==> config.mk <==
export PLATFORM = sky130hd
export DESIGN_NAME = ba_burst_sched
export DESIGN_NICKNAME = d
export VERILOG_FILES = /design/src/rtl/ba_burst_sched.sv
export SDC_FILE = /design/constraint.sdc
export NUM_CORES = 1
export LEC_CHECK = 0
export ABC_CLOCK_PERIOD_IN_PS = 5450
export CAP_MARGIN = 20
export CORE_MARGIN = 2
export CORE_UTILIZATION = 30
export CTS_BUF_LIST = sky130_fd_sc_hd__clkbuf_2 sky130_fd_sc_hd__clkbuf_4 sky130_fd_sc_hd__clkbuf_8
export DETAILED_ROUTE_END_ITERATION = 8
export SYNTH_ARGS = -nofsm -noshare
export SYNTH_HDL_FRONTEND = slang
export SYNTH_SLANG_ARGS = --single-unit
==> constraint.sdc <==
create_clock -name clk -period 5.45 [get_ports clk]
set_input_delay 0.8175 -clock clk [delete_from_list [all_inputs] [get_ports clk]]
set_output_delay 0.8175 -clock clk [all_outputs]
set_load 0.03 [all_outputs]
==> src/rtl/ba_burst_sched.sv <==
// Round-robin multi-beat burst scheduler: one registered one-hot grant shared by N requesters.
// Optional macro BA_BURST_LOCK_EN adds a `lock` input that suppresses the burst-limit release.
module ba_burst_sched #(
    parameter int N         = 4,
    parameter int MAX_BURST = 4,
    parameter int IDW       = $clog2(N)
) (
    input  logic                           clk,
    input  logic                           rst,
    input  logic [N-1:0]                   req,
    input  logic                           ack,
`ifdef BA_BURST_LOCK_EN
    input  logic                           lock,
`endif
    output logic [N-1:0]                   grant,
    output logic                           grant_valid,
    output logic [IDW-1:0]                 grant_id,
    output logic [$clog2(MAX_BURST+1)-1:0] beat_cnt,
    output logic                           ack_err
);

    localparam int BW = $clog2(MAX_BURST + 1);

    typedef enum logic [0:0] {
        ST_IDLE = 1'b0,
        ST_BUSY = 1'b1
    } state_t;

    state_t         state_q, state_d;
    logic [IDW-1:0] ptr_q, ptr_d;
    logic [N-1:0]   grant_q, grant_d;
    logic           grant_valid_q, grant_valid_d;
    logic [IDW-1:0] grant_id_q, grant_id_d;
    logic [BW-1:0]  beat_cnt_q, beat_cnt_d;
    logic           ack_err_q, ack_err_d;

    logic           lock_s;
    logic           owner_req_s;
    logic           at_limit_s;
    logic           release_s;
    logic [IDW-1:0] ptr_next_s;
    logic [IDW-1:0] win_s;

`ifdef BA_BURST_LOCK_EN
    assign lock_s = lock;
`else
    assign lock_s = 1'b0;
`endif

    // First set request at or after pointer p, wrapping mod N (descending scan so the nearest wins).
    function automatic logic [IDW-1:0] rr_pick(input logic [N-1:0] r, input logic [IDW-1:0] p);
        logic [IDW-1:0] pick;
        int             j;
        pick = {IDW{1'b0}};
        for (int i = N - 1; i >= 0; i--) begin
            j = int'(p) + i;
            if (j >= N) begin
                j = j - N;
            end else begin
                j = j;
            end
            if (r[j]) begin
                pick = IDW'(j);
            end else begin
                pick = pick;
            end
        end
        return pick;
    endfunction

    // State and registered outputs.
    always_ff @(posedge clk) begin
        if (rst) begin
            state_q       <= ST_IDLE;
            ptr_q         <= {IDW{1'b0}};
            grant_q       <= {N{1'b0}};
            grant_valid_q <= 1'b0;
            grant_id_q    <= {IDW{1'b0}};
            beat_cnt_q    <= {BW{1'b0}};
            ack_err_q     <= 1'b0;
        end else begin
            state_q       <= state_d;
            ptr_q         <= ptr_d;
            grant_q       <= grant_d;
            grant_valid_q <= grant_valid_d;
            grant_id_q    <= grant_id_d;
            beat_cnt_q    <= beat_cnt_d;
            ack_err_q     <= ack_err_d;
        end
    end

    // Next-state: release detection, rotated pointer and arbitration winner.
    always_comb begin
        owner_req_s = req[grant_id_q];
        at_limit_s  = (beat_cnt_q == BW'(MAX_BURST - 1));
        release_s   = (state_q == ST_BUSY) &&
                      (!owner_req_s || (ack && at_limit_s && !lock_s));
        if (release_s) begin
            ptr_next_s = (grant_id_q == IDW'(N - 1)) ? {IDW{1'b0}} : grant_id_q + IDW'(1);
        end else begin
            ptr_next_s = ptr_q;
        end
        win_s = rr_pick(req, ptr_next_s);
        case (state_q)
            ST_IDLE: state_d = (|req) ? ST_BUSY : ST_IDLE;
            ST_BUSY: begin
                if (release_s) begin
                    state_d = (|req) ? ST_BUSY : ST_IDLE;
                end else begin
                    state_d = ST_BUSY;
                end
            end
            default: state_d = ST_IDLE;
        endcase
    end

    // Output/datapath next values.
    always_comb begin
        ptr_d      = ptr_q;
        grant_d    = grant_q;
        grant_id_d = grant_id_q;
        beat_cnt_d = beat_cnt_q;
        ack_err_d  = 1'b0;
        case (state_q)
            ST_IDLE: begin
                ack_err_d  = ack;
                beat_cnt_d = {BW{1'b0}};
                if (|req) begin
                    grant_d    = N'(1) << win_s;
                    grant_id_d = win_s;
                end else begin
                    grant_d    = {N{1'b0}};
                    grant_id_d = {IDW{1'b0}};
                end
            end
            ST_BUSY: begin
                ptr_d = ptr_next_s;
                if (release_s) begin
                    beat_cnt_d = {BW{1'b0}};
                    if (|req) begin
                        grant_d    = N'(1) << win_s;
                        grant_id_d = win_s;
                    end else begin
                        grant_d    = {N{1'b0}};
                        grant_id_d = {IDW{1'b0}};
                    end
                end else if (ack && owner_req_s) begin
                    // Only reachable at the limit while locked: saturate instead of wrapping.
                    if (at_limit_s) begin
                        beat_cnt_d = beat_cnt_q;
                    end else begin
                        beat_cnt_d = beat_cnt_q + BW'(1);
                    end
                end else begin
                    beat_cnt_d = beat_cnt_q;
                end
            end
            default: begin
                ptr_d      = {IDW{1'b0}};
                grant_d    = {N{1'b0}};
                grant_id_d = {IDW{1'b0}};
                beat_cnt_d = {BW{1'b0}};
            end
        endcase
        grant_valid_d = |grant_d;
    end

    assign grant       = grant_q;
    assign grant_valid = grant_valid_q;
    assign grant_id    = grant_id_q;
    assign beat_cnt    = beat_cnt_q;
    assign ack_err     = ack_err_q;

endmodule
Word-level counts from Yosys, hierarchy flattened
Index checks and enable logic that the tools add are counted.
{"block": "word_totals", "input_bits": 7, "output_inout_bits": 11, "regBits": 14, "word_cells": 78}
{"block": "classes", "bitwise_logic": 1, "magnitude_cmp": 9, "n_eq_ne": 5, "n_addsub": 9, "n_shift": 1, "n_mux": 37, "n_reduce_logical": 9}
{"cell": "$lt 32x4->1 const B", "n": 4}
{"cell": "$mux 32", "n": 4}
{"cell": "$mux 2", "n": 8}
{"cell": "$sub 3x3->4 const B", "n": 3}
{"cell": "$mux 1", "n": 11}
{"cell": "$bmux 1 s2", "n": 5}
{"cell": "$ge 3x3->1 const B", "n": 3}
{"cell": "$mux 3", "n": 3}
{"cell": "$mux 4", "n": 2}
{"cell": "$pmux 4 s2", "n": 1}
{"cell": "$reduce_or 4->1", "n": 2}
{"cell": "$add 2x2->3 const B", "n": 2}
{"cell": "$pmux 3 s2", "n": 1}
{"cell": "$pmux 2 s2", "n": 1}
{"cell": "$shl 1x2->4 const A", "n": 1}
{"cell": "$sub 2x3->4 const B", "n": 1}
{"cell": "$add 2x1->3 const B", "n": 1}
{"cell": "$add 3x1->3 const B", "n": 1}
{"cell": "$eq 3x2->1 const B", "n": 1}
{"cell": "$ge 2x3->1 const B", "n": 1}
{"cell": "$logic_and 1x1->1", "n": 3}
{"cell": "$lt 2x3->1 const B", "n": 1}
{"cell": "$ne 3x1->1 const B", "n": 1}
{"cell": "$ne 3x2->1 const B", "n": 1}
{"cell": "other kinds (9)", "n": 9}

Logic depth before layout (Yosys ltp)
Gate-level depths: netlist of the first run.
{"block": "depth", "ltp_word": 21, "depth_mapped": 8, "depth_no_buf": 8}

Least setup slack after synthesis of the first run
OpenSTA, ideal clock, no wires.
{"block": "synth_path", "path_type": "input to register", "from": "in req[2]", "to": "reg grant_q[2], in the netlist grant[2]", "path_slack_ps": 2817, "required_ps": 5382, "stages": 6, "path_buffers": 0, "setup_ps": 68, "arrival_time_ps": 2566, "cell_sequence": "mux2_4 a221oi_4 mux2i_1 nor4b_4 or3b_1 a21oi_2"}
{"block": "synth_between", "elab_chain_cells": 20, "word_cells_on_any_way": 42, "cone_classes": "7 x add/sub; 4 x order compare; 1 x shift; 26 x mux; 4 x reduce/logical"}
{"item": "start, declared", "line": "10", "text": "input logic [N-1:0] req,"}
{"item": "$bmux 1 s2", "line": "94", "text": "owner_req_s = req[grant_id_q];"}
{"item": "$mux 1 (not written as such)", "line": "94"}
{"item": "$logic_not 1->1", "line": "97", "text": "(!owner_req_s || (ack && at_limit_s && !lock_s));"}
{"item": "$logic_or 1x1->1", "line": "97"}
{"item": "$logic_and 1x1->1", "line": "96", "text": "release_s = (state_q == ST_BUSY) &&"}
{"item": "$mux 2", "line": "98", "text": "if (release_s) begin"}
{"item": "$add 2x2->3", "line": "56", "text": "j = int'(p) + i;"}
{"item": "$sub 3x3->4 or $ge 3x3->1 (tied branches)", "line": "58, 57"}
{"item": "$mux 32", "line": "57", "text": "if (j >= N) begin"}
{"item": "$bmux 1 s2", "line": "62", "text": "if (r[j]) begin"}
{"item": "$mux 1 (not written as such) (2 in series)", "line": "62"}
{"item": "$mux 2 (4 in series)", "line": "62"}
{"item": "$shl 1x2->4", "line": "129, 141"}
{"item": "$mux 4", "line": "128, 140"}
{"item": "$mux 4", "line": "138", "text": "if (release_s) begin"}
{"item": "$pmux 4 s2 *", "line": "124", "text": "case (state_q)"}
{"item": "end signal, assigned", "line": "76", "text": "grant_q <= {N{1'b0}};"}
{"item": "end signal, assigned", "line": "84", "text": "grant_q <= grant_d;"}
{"item": "end, declared", "line": "31", "text": "logic [N-1:0] grant_q, grant_d;"}
Mark *: on every way between the ends. The rest lies on a longest branch, timed or not. The select of a mux whose other input is x is not followed.
A chain may end at the register's enable or synchronous reset.

Worst setup path in the final report of the first run
{"block": "layout_path", "from": "in req[3]", "to": "reg grant_q[2], in the netlist grant[2]"}
The elaborated chain is that of the path after synthesis.

==> flow_summary.html, run 1 <==
<table>
<tr><th>Metric</th><th>Value</th></tr>
<tr><th colspan="2">Cells and area</th></tr>
<tr><td>Number of nets in the layout</td><td>around 120</td></tr>
<tr><td>Ratio of cells with drive above 1 in the final layout</td><td>16.36%</td></tr>
<tr><td>Final core utilization</td><td>39.43%</td></tr>
<tr><td>Most common cell after layout, fill and taps aside</td><td>clkdlybuf4s50_1</td></tr>
<tr><td>Commonest cells after routing, fill and taps aside</td><td>17 x clkdlybuf4s50_1, 14 x dfxtp_1, 13 x nor2_1</td></tr>
<tr><td>Ant diodes</td><td>0</td></tr>
<tr><td>Filler Cells Inserted</td><td>292</td></tr>
<tr><td>Area growth syn-to-layout</td><td>25.96%</td></tr>
<tr><th colspan="2">Yosys</th></tr>
<tr><td>Share of Yosys cell area claimed by the top area cell type</td><td>around 33%</td></tr>
<tr><td>Gate count of the mapped netlist</td><td>92</td></tr>
<tr><td>Number of distinct library cells after synthesis</td><td>33</td></tr>
<tr><td>Count of flip-flops with a built-in enable after synthesis</td><td>0</td></tr>
<tr><td>Cell area after technology mapping</td><td>848.3 um2</td></tr>
<tr><td>Count of state elements after synthesis</td><td>14</td></tr>
<tr><td>Share of synthesized registers carrying an async set or reset</td><td>0%</td></tr>
<tr><td>Yosys warns</td><td>0</td></tr>
<tr><td>Top cells by area, synth</td><td>dfxtp_1 33%, mux2i_1 8.3%, nor2_1 5.8%</td></tr>
<tr><td>Post-synthesis net count</td><td>102</td></tr>
<tr><td>Biggest area consumer among synthesized cells</td><td>dfxtp_1</td></tr>
<tr><td>Share of synthesized area occupied by flip-flops and latches</td><td>33.04%</td></tr>
<tr><td>Mean cell area of the mapped netlist</td><td>9.221 um2</td></tr>
<tr><td>Most frequently used flop master after synthesis</td><td>dfxtp_1</td></tr>
<tr><th colspan="2">Route</th></tr>
<tr><td>Remaining number of nets flagged by the antenna check after routing</td><td>0</td></tr>
<tr><td>Post-detailed-route via-to-cell ratio</td><td>4.957</td></tr>
<tr><td>Wire length per cell after detailed routing</td><td>~12 um</td></tr>
<tr><td>Via count of the routed design</td><td>699</td></tr>
<tr><td>Violation count after the first detailed-routing iteration</td><td>9</td></tr>
<tr><td>DRC Markers</td><td>0</td></tr>
<tr><td>Pre-antenna DRT Iters</td><td>4</td></tr>
<tr><td>Total wirelength of the detailed-routed design</td><td>around 1700 um</td></tr>
<tr><th colspan="2">GRT</th></tr>
<tr><td>Pin count of the biggest net entering global routing</td><td>13</td></tr>
<tr><td>Wire length of the first global-routing pass</td><td>around 2900 um</td></tr>
<tr><td>Number of antenna violations at the first check in global routing</td><td>0</td></tr>
<tr><td>Residual overflow from global routing</td><td>0</td></tr>
<tr><td>GRT Resource Usage Total</td><td>11.56%</td></tr>
<tr><td>Number of global-route vias before repair</td><td>617</td></tr>
<tr><th colspan="2">STA</th></tr>
<tr><td>Period Utilization, post-route</td><td>a little under three fifths</td></tr>
<tr><td>Final critical path time including I/O delays and setup</td><td>3.087 ns</td></tr>
<tr><td>Setup violators final</td><td>0</td></tr>
<tr><td>RSZ-0062 raised after global routing</td><td>no</td></tr>
<tr><td>Sum Neg Setup Slack</td><td>0 ns</td></tr>
<tr><td>Final-report hold violation count</td><td>0</td></tr>
<tr><td>Clock tree skew after final layout</td><td>0.002811 ns</td></tr>
<tr><td>Worst slew margin relative to its limit</td><td>47.30%</td></tr>
<tr><td>Slew of the pin with the lowest slew margin</td><td>just under 0.8 ns</td></tr>
<tr><td>Slew Viols, Final</td><td>0</td></tr>
<tr><td>Fmax</td><td>0.3240 GHz</td></tr>
<tr><th colspan="2">Clocking</th></tr>
<tr><td>Reg clk slew, reported paths</td><td>0.08 ns</td></tr>
<tr><td>CTS tree</td><td>done</td></tr>
<tr><td>Count of instances resized after the clock tree is built</td><td>0</td></tr>
<tr><td>Post-CTS Repair Setup Buffers</td><td>0</td></tr>
<tr><td>Library cell used as clock root buffer</td><td>clkbuf_4</td></tr>
<tr><td>Cts hold-fix bufs</td><td>0</td></tr>
<tr><td>Number of buffers inserted during clock tree synthesis</td><td>3</td></tr>
<tr><td>Number of sinks handled by clock tree synthesis</td><td>14</td></tr>
<tr><td>Worst-Skew Late Latency</td><td>0.27 ns</td></tr>
<tr><td>Number of buffers on the longest clock path</td><td>2</td></tr>
<tr><td>Number of levels in the clock H-tree</td><td>1</td></tr>
<tr><th colspan="2">Pwr</th></tr>
<tr><td>Internal power</td><td>0.1873 mW</td></tr>
<tr><td>Maximum resistive drop on vdd</td><td>0.1527 mV</td></tr>
<tr><td>Power per unit of standard cell area</td><td>262.6 mW/mm2</td></tr>
<tr><td>Relative contribution of sequential cells to total power</td><td>42.8%</td></tr>
<tr><td>Combinational power share</td><td>37.3%</td></tr>
<tr><td>Clock share of power</td><td>about a fifth</td></tr>
<tr><td>Leakage power summed over all cells</td><td>between 0.3 and 0.4 nW</td></tr>
<tr><td>Net Sw Frac</td><td>33.24%</td></tr>
<tr><td>Switch Pwr</td><td>0.09328 mW</td></tr>
<tr><th colspan="2">Floorplanning</th></tr>
<tr><td>Width of the chip</td><td>57.18 um</td></tr>
<tr><td>Top-level port count</td><td>18</td></tr>
<tr><td>Area of the die</td><td>about 0.0033 mm2</td></tr>
<tr><td>Number of placement rows</td><td>19</td></tr>
<tr><td>Height of the die</td><td>57.18 um</td></tr>
<tr><td>Initial Util</td><td>a little under a third</td></tr>
<tr><td>Standard cell core area</td><td>0.002710 mm2</td></tr>
<tr><th colspan="2">Placed design</th></tr>
<tr><td>Final weighted congestion in routability-driven placement</td><td>0.8259</td></tr>
<tr><td>Detail Placement HPWL</td><td>1334 um</td></tr>
<tr><td>Port Buffers</td><td>17</td></tr>
<tr><th colspan="2">Outcome</th></tr>
<tr><td>Result of the run</td><td>complete, no violations</td></tr>
<tr><th colspan="2">Worst setup path</th></tr>
<tr><td>Element type at the critical path end</td><td>flip-flop</td></tr>
<tr><td>Crit path max fanout</td><td>8</td></tr>
<tr><td>Cell count of the worst reg-to-reg path</td><td>8</td></tr>
<tr><td>CP startpoint kind</td><td>input pin</td></tr>
<tr><td>Worst setup startpoint</td><td>req[3]</td></tr>
<tr><td>Type of the setup path with the least slack</td><td>input pin to flip-flop</td></tr>
<tr><td>Worst endpoint data arrival time</td><td>3.29 ns</td></tr>
<tr><td>Required time reported for the critical path endpoint</td><td>5.65 ns</td></tr>
<tr><td>Crit Reg-Reg Startpoint</td><td>beat_cnt[0]$_SDFFE_PP0P_</td></tr>
<tr><th colspan="2">Worst hold path</th></tr>
<tr><td>Start point of the worst min-delay path</td><td>grant[3]$_SDFF_PP0_</td></tr>
<tr><td>Hold/Removal Path Class</td><td>flip-flop to flip-flop</td></tr>
<tr><td>Min-Delay Path Depth</td><td>2</td></tr>
<tr><th colspan="2">Job</th></tr>
<tr><td>Max-cap viol count</td><td>0</td></tr>
</table>
==> state kept, by name, indices dropped and copies added, names as in the netlist <==
register     cells
grant            4
ack_err          1
grant_valid      1
state_q          1
beat_cnt         3
grant_id         2
ptr_q            2
==> cell families (layout without fill, tap and decap cells) <==
family                     count (synthesis)  in the layout  share of synthesized area, %
DFF                                       14             14                         33.04
adders and majority gates                  3              3                         4.425
and+or+nand+nor                           38             38                         25.96
buffers and inverters                      6             24                         3.097
AOI/OAI and AO/OA                         21             21                         20.36
muxes                                     10             10                         13.13
==> stage by stage <==
| step | total power [mW] | hold slack (ns) | std cells | setup slack, ns | area [um2] |
|---|---|---|---|---|---|
| 6_report | 0.2806 | 0.4767 | 141 | 2.363 | 1069 |
| 5_1_grt | 0.2994 | 0.5144 | 141 | 2.229 | 1069 |
| 4_1_cts | 0.2848 | 0.4811 | 141 | 2.392 | 1069 |
| 3_5_place_dp | 0.2275 | 0.4697 | 138 | 2.090 | 1046 |
| 3_3_place_gp | 0.2267 | 0.4658 | 138 | 2.168 | 1046 |
| 2_1_floorplan | 0.1972 | 0.4425 | 92 | 2.817 | 848.3 |
==> power by group through the flow <==
stage               logic, mW  clock network (mW)  registers [mW]
global placement        0.104                   0           0.123
detailed placement      0.105                   0           0.123
finish                  0.105              0.0558           0.120
global route            0.113              0.0644           0.122
CTS                     0.105              0.0595           0.120
floorplan              0.0626                   0           0.135
==> critical path, stage by stage <==
cell	delay, ns
clkdlybuf4s50_1	0.52
mux2_4	0.33
a221oi_4	0.51
mux2i_1	0.20
nor4b_4	0.39
or3b_1	0.40
a21oi_2	0.12
==> cell type report <==
class / instances / area [um2] / area share, %
multi-input combinational: 72 / 541.8 / 50.70
inverter: 4 / 15.01 / 1.405
timing repair buffer: 17 / 170.2 / 15.93
tap: 31 / 38.79 / 3.630
sequential: 14 / 280.3 / 26.23
clock buffer: 3 / 22.52 / 2.108
==> final timing paths <==
kind	to	slack (ns)
worst max-delay path	grant[2]$_SDFF_PP0_	2.36
worst min-delay path	grant[3]$_SDFF_PP0_	0.48
worst max register to register	grant[2]$_SDFF_PP0_	2.79
worst min register to register	grant[3]$_SDFF_PP0_	0.48
==> Yosys cell counts, types with 2 or more instances <==
master	n
a21oi_1	7
a21oi_2	2
a32oi_1	2
dfxtp_1	14
ha_1	3
inv_1	4
mux2_4	2
mux2i_1	7
nand2_1	9
nand3b_1	3
nor2_1	13
nor2b_1	2
nor4_1	2
or2b_2	2
or3b_2	2
==> metal layers <==
layer / part of all wire (%) / global-route usage [%] / up-vias
met4: 1.0 / 4.983 / 0
met5: 0 / 0 / -
met1: 46 / 13.45 / 312
li1: - / - / 373
met3: 5.1 / 5.215 / 2
met2: 48 / 18.39 / 12
No activity file was read; power rests on OpenSTA's default activity.
==> inputs of run 2 (changes only) <==
Settings changed: ABC_CLOCK_PERIOD_IN_PS 5450 to 2750.
Clock period 5.45 ns to 2.75 ns, I/O delays scaled along.
==> run 2 against run 1 <==
  * Hold slack worse by 0.0061 ns
  * Count of clock-buffer cells in the layout rose by 1
  * Non-clock buffer count is 7 higher
  * Sequential share of layout area shrank 1.5 points
  * Largest power group unchanged
  * First-iteration DRC count increased by 110%
  * Die area is the same
  * Sequential power is 99% higher
  * Critical path type is now flip-flop to flip-flop
  * Register-to-register slack got worse by 2.5 ns
  * Clock skew is 0.0066 ns higher
==> flow_summary.html, run 2 (synthesized netlist as in run 1, its figures left out) <==
<table>
<tr><th>Metric</th><th>Value</th></tr>
<tr><th colspan="2">Cells and area</th></tr>
<tr><td>Area growth syn-to-layout</td><td>33.78%</td></tr>
<tr><td>Ratio of cells with drive above 1 in the final layout</td><td>22.03% (+5.7 points)</td></tr>
<tr><td>Finished Cell Area</td><td>0.001135 mm2 (+6.2%)</td></tr>
<tr><td>Most common cell after layout, fill and taps aside</td><td>clkdlybuf4s50_1</td></tr>
<tr><td>Final core utilization</td><td>41.87% (+2.4 points)</td></tr>
<tr><td>Number of flip-flops in the largest register</td><td>4 (unchanged)</td></tr>
<tr><td>Commonest cells after routing, fill and taps aside</td><td>17 x clkdlybuf4s50_1, 14 x dfxtp_1, 13 x nor2_1</td></tr>
<tr><td>Filler Cells Inserted</td><td>283 (-3.1%)</td></tr>
<tr><td>Ant diodes</td><td>0 (unchanged)</td></tr>
<tr><td>Number of nets in the layout</td><td>129 (+5.7%)</td></tr>
<tr><th colspan="2">Worst hold path</th></tr>
<tr><td>Capture endpoint of the worst hold path</td><td>grant[3]$_SDFF_PP0_</td></tr>
<tr><td>Hold/Removal Path Class</td><td>flip-flop to flip-flop</td></tr>
<tr><td>Min-Delay Path Depth</td><td>2 (unchanged)</td></tr>
<tr><td>Start point of the worst min-delay path</td><td>grant[3]$_SDFF_PP0_</td></tr>
<tr><th colspan="2">GRT</th></tr>
<tr><td>Wire length of the first global-routing pass</td><td>2960 um (+2.6%)</td></tr>
<tr><td>Residual overflow from global routing</td><td>0 (unchanged)</td></tr>
<tr><td>Number of global-route vias before repair</td><td>709 (+15%)</td></tr>
<tr><td>Pin count of the biggest net entering global routing</td><td>13 (unchanged)</td></tr>
<tr><td>Number of antenna violations at the first check in global routing</td><td>0 (unchanged)</td></tr>
<tr><td>GRT Resource Usage Total</td><td>11.41% (-0.15 points)</td></tr>
<tr><th colspan="2">Route</th></tr>
<tr><td>Post-detailed-route via-to-cell ratio</td><td>4.953 (about the same)</td></tr>
<tr><td>Via count of the routed design</td><td>738 (+5.6%)</td></tr>
<tr><td>Wire length per cell after detailed routing</td><td>11.48 um (-4.5%)</td></tr>
<tr><td>Violation count after the first detailed-routing iteration</td><td>19 (+10)</td></tr>
<tr><td>DRC Markers</td><td>0 (unchanged)</td></tr>
<tr><td>Pre-antenna DRT Iters</td><td>4 (unchanged)</td></tr>
<tr><td>Total wirelength of the detailed-routed design</td><td>1711 um (+0.94%)</td></tr>
<tr><td>Remaining number of nets flagged by the antenna check after routing</td><td>0 (unchanged)</td></tr>
<tr><th colspan="2">Clocking</th></tr>
<tr><td>Number of buffers inserted during clock tree synthesis</td><td>3 (unchanged)</td></tr>
<tr><td>Cts hold-fix bufs</td><td>0 (unchanged)</td></tr>
<tr><td>Post-CTS Repair Setup Buffers</td><td>0 (unchanged)</td></tr>
<tr><td>Count of instances resized after the clock tree is built</td><td>0 (unchanged)</td></tr>
<tr><td>Number of buffers on the longest clock path</td><td>2 (unchanged)</td></tr>
<tr><td>Number of sinks handled by clock tree synthesis</td><td>14 (unchanged)</td></tr>
<tr><td>Number of levels in the clock H-tree</td><td>1 (unchanged)</td></tr>
<tr><td>Worst-Skew Late Latency</td><td>0.28 ns (about the same)</td></tr>
<tr><td>CTS tree</td><td>done</td></tr>
<tr><td>Reg clk slew, reported paths</td><td>0.09 ns (about the same)</td></tr>
<tr><td>Library cell used as clock root buffer</td><td>clkbuf_4</td></tr>
<tr><th colspan="2">STA</th></tr>
<tr><td>Slew Viols, Final</td><td>0 (unchanged)</td></tr>
<tr><td>Clock tree skew after final layout</td><td>0.009427 ns (+0.006616 ns)</td></tr>
<tr><td>Final critical path time including I/O delays and setup</td><td>2.461 ns</td></tr>
<tr><td>Final-report hold violation count</td><td>0 (unchanged)</td></tr>
<tr><td>Period Utilization, post-route</td><td>slightly below 90%</td></tr>
<tr><td>Slew of the pin with the lowest slew margin</td><td>0.7699 ns (-0.02055 ns)</td></tr>
<tr><td>Sum Neg Setup Slack</td><td>0 ns (unchanged)</td></tr>
<tr><td>Setup violators final</td><td>0 (unchanged)</td></tr>
<tr><td>Hold slack final</td><td>0.4706 ns (-0.006127 ns)</td></tr>
<tr><td>Worst slew margin relative to its limit</td><td>48.67% (+1.4 points)</td></tr>
<tr><td>Fmax</td><td>0.4063 GHz</td></tr>
<tr><td>RSZ-0062 raised after global routing</td><td>no</td></tr>
<tr><th colspan="2">Outcome</th></tr>
<tr><td>Result of the run</td><td>complete, no violations</td></tr>
<tr><th colspan="2">Floorplanning</th></tr>
<tr><td>Standard cell core area</td><td>0.002710 mm2 (unchanged)</td></tr>
<tr><td>Width of the chip</td><td>57.18 um (unchanged)</td></tr>
<tr><td>Initial Util</td><td>31.30% (unchanged)</td></tr>
<tr><td>Area of the die</td><td>0.003269 mm2 (unchanged)</td></tr>
<tr><td>Top-level port count</td><td>18 (unchanged)</td></tr>
<tr><td>Number of placement rows</td><td>19 (unchanged)</td></tr>
<tr><td>Height of the die</td><td>57.18 um (unchanged)</td></tr>
<tr><th colspan="2">Placed design</th></tr>
<tr><td>Port Buffers</td><td>17 (unchanged)</td></tr>
<tr><td>Post-placement cell area</td><td>0.001099 mm2 (+5.0%)</td></tr>
<tr><td>Detail Placement HPWL</td><td>1368 um (+2.6%)</td></tr>
<tr><td>Final weighted congestion in routability-driven placement</td><td>0.7629 (-7.6%)</td></tr>
<tr><th colspan="2">Job</th></tr>
<tr><td>Max-cap viol count</td><td>0 (unchanged)</td></tr>
<tr><th colspan="2">Worst setup path</th></tr>
<tr><td>Crit Reg-Reg Startpoint</td><td>beat_cnt[0]$_SDFFE_PP0P_</td></tr>
<tr><td>Element type at the critical path end</td><td>flip-flop</td></tr>
<tr><td>CP startpoint kind</td><td>flip-flop</td></tr>
<tr><td>Cell count of the worst reg-to-reg path</td><td>9 (+1)</td></tr>
<tr><td>Reg-to-reg critical path endpoint</td><td>grant[1]$_SDFF_PP0_</td></tr>
<tr><td>Crit path max fanout</td><td>5 (-3)</td></tr>
<tr><td>Worst endpoint data arrival time</td><td>2.66 ns (-0.63 ns)</td></tr>
<tr><td>Type of the setup path with the least slack</td><td>flip-flop to flip-flop</td></tr>
<tr><td>Minimum setup slack among reg-to-reg paths</td><td>0.29 ns (-2.50 ns)</td></tr>
<tr><td>Required time reported for the critical path endpoint</td><td>2.95 ns (-2.70 ns)</td></tr>
<tr><th colspan="2">Pwr</th></tr>
<tr><td>Leakage power summed over all cells</td><td>0.4399 nW (+11%)</td></tr>
<tr><td>Power consumption</td><td>0.5997 mW (+110%)</td></tr>
<tr><td>Maximum resistive drop on vdd</td><td>0.2913 mV (+91%)</td></tr>
<tr><td>Power per unit of standard cell area</td><td>528.5 mW/mm2 (+100%)</td></tr>
</table>
-- run 2: cell count changes in the layout (fill, tap and decap cells not counted) --
cell	delta
clkbuf_8	+1
a21boi_0	-1
a21boi_1	+1
buf_4	+7
-- run 2: worst max path at each step --
stage,slack (ns),startpoint,to
after floorplan,0.12,beat_cnt[0]$_SDFFE_PP0P_,grant[2]$_SDFF_PP0_
after global placement,0.06,req[2],grant[2]$_SDFF_PP0_
after detailed placement,0.04,ack,grant[1]$_SDFF_PP0_
after CTS,0.16,beat_cnt[0]$_SDFFE_PP0P_,grant[1]$_SDFF_PP0_
after global routing,0.06,beat_cnt[0]$_SDFFE_PP0P_,grant[1]$_SDFF_PP0_
final,0.29,beat_cnt[0]$_SDFFE_PP0P_,grant[1]$_SDFF_PP0_
-- run 2: final cells by class --
| cell class | count | area (um2) | share of cell area [%] |
|---|---|---|---|
| repair buffers | 24 | 222.7 | 19.63 |
| flip-flops and latches | 14 | 280.3 | 24.70 |
| multi-input cells | 72 | 541.8 | 47.74 |
| well taps | 31 | 38.79 | 3.418 |
| inverters | 4 | 15.01 | 1.323 |
| clock buffers | 4 | 36.28 | 3.197 |
-- run 2: critical path, stage by stage, from the launching register on --
cell and delay, ns:
dfxtp_1 0.38, ha_1 0.16, ha_1 0.21, a21boi_1 0.14, a221oi_4 0.41, buf_4 0.19, a31oi_1 0.09, a21oi_2 0.22
or3b_2 0.46, a21oi_1 0.12
-- run 2: power by group --
part / switching, mW / internal, mW / leakage [nW]
combinational: 0.107 / 0.109 / 0.304
clock: 0.0642 / 0.0804 / 0.0210
sequential: 0.0187 / 0.220 / 0.115
total: 0.190 / 0.410 / 0.440
-- run 2: layer usage --
layer	global-route usage, %	vias to the layer above	part of all wire (%)
met5	0	-	0
met4	1.993	0	0.58
met3	4.308	2	5.2
met2	21.18	17	48
met1	12.45	334	46
li1	-	385	-
-- run 2: metrics by stage --
| step | setup slack (ns) | std cells |
|---|---|---|
| after floorplan | 0.1209 | 92 |
| after global placement | 0.06421 | 145 |
| after detailed placement | 0.03773 | 145 |
| after CTS | 0.1581 | 149 |
| after global routing | 0.06305 | 149 |
| final | 0.2887 | 149 |
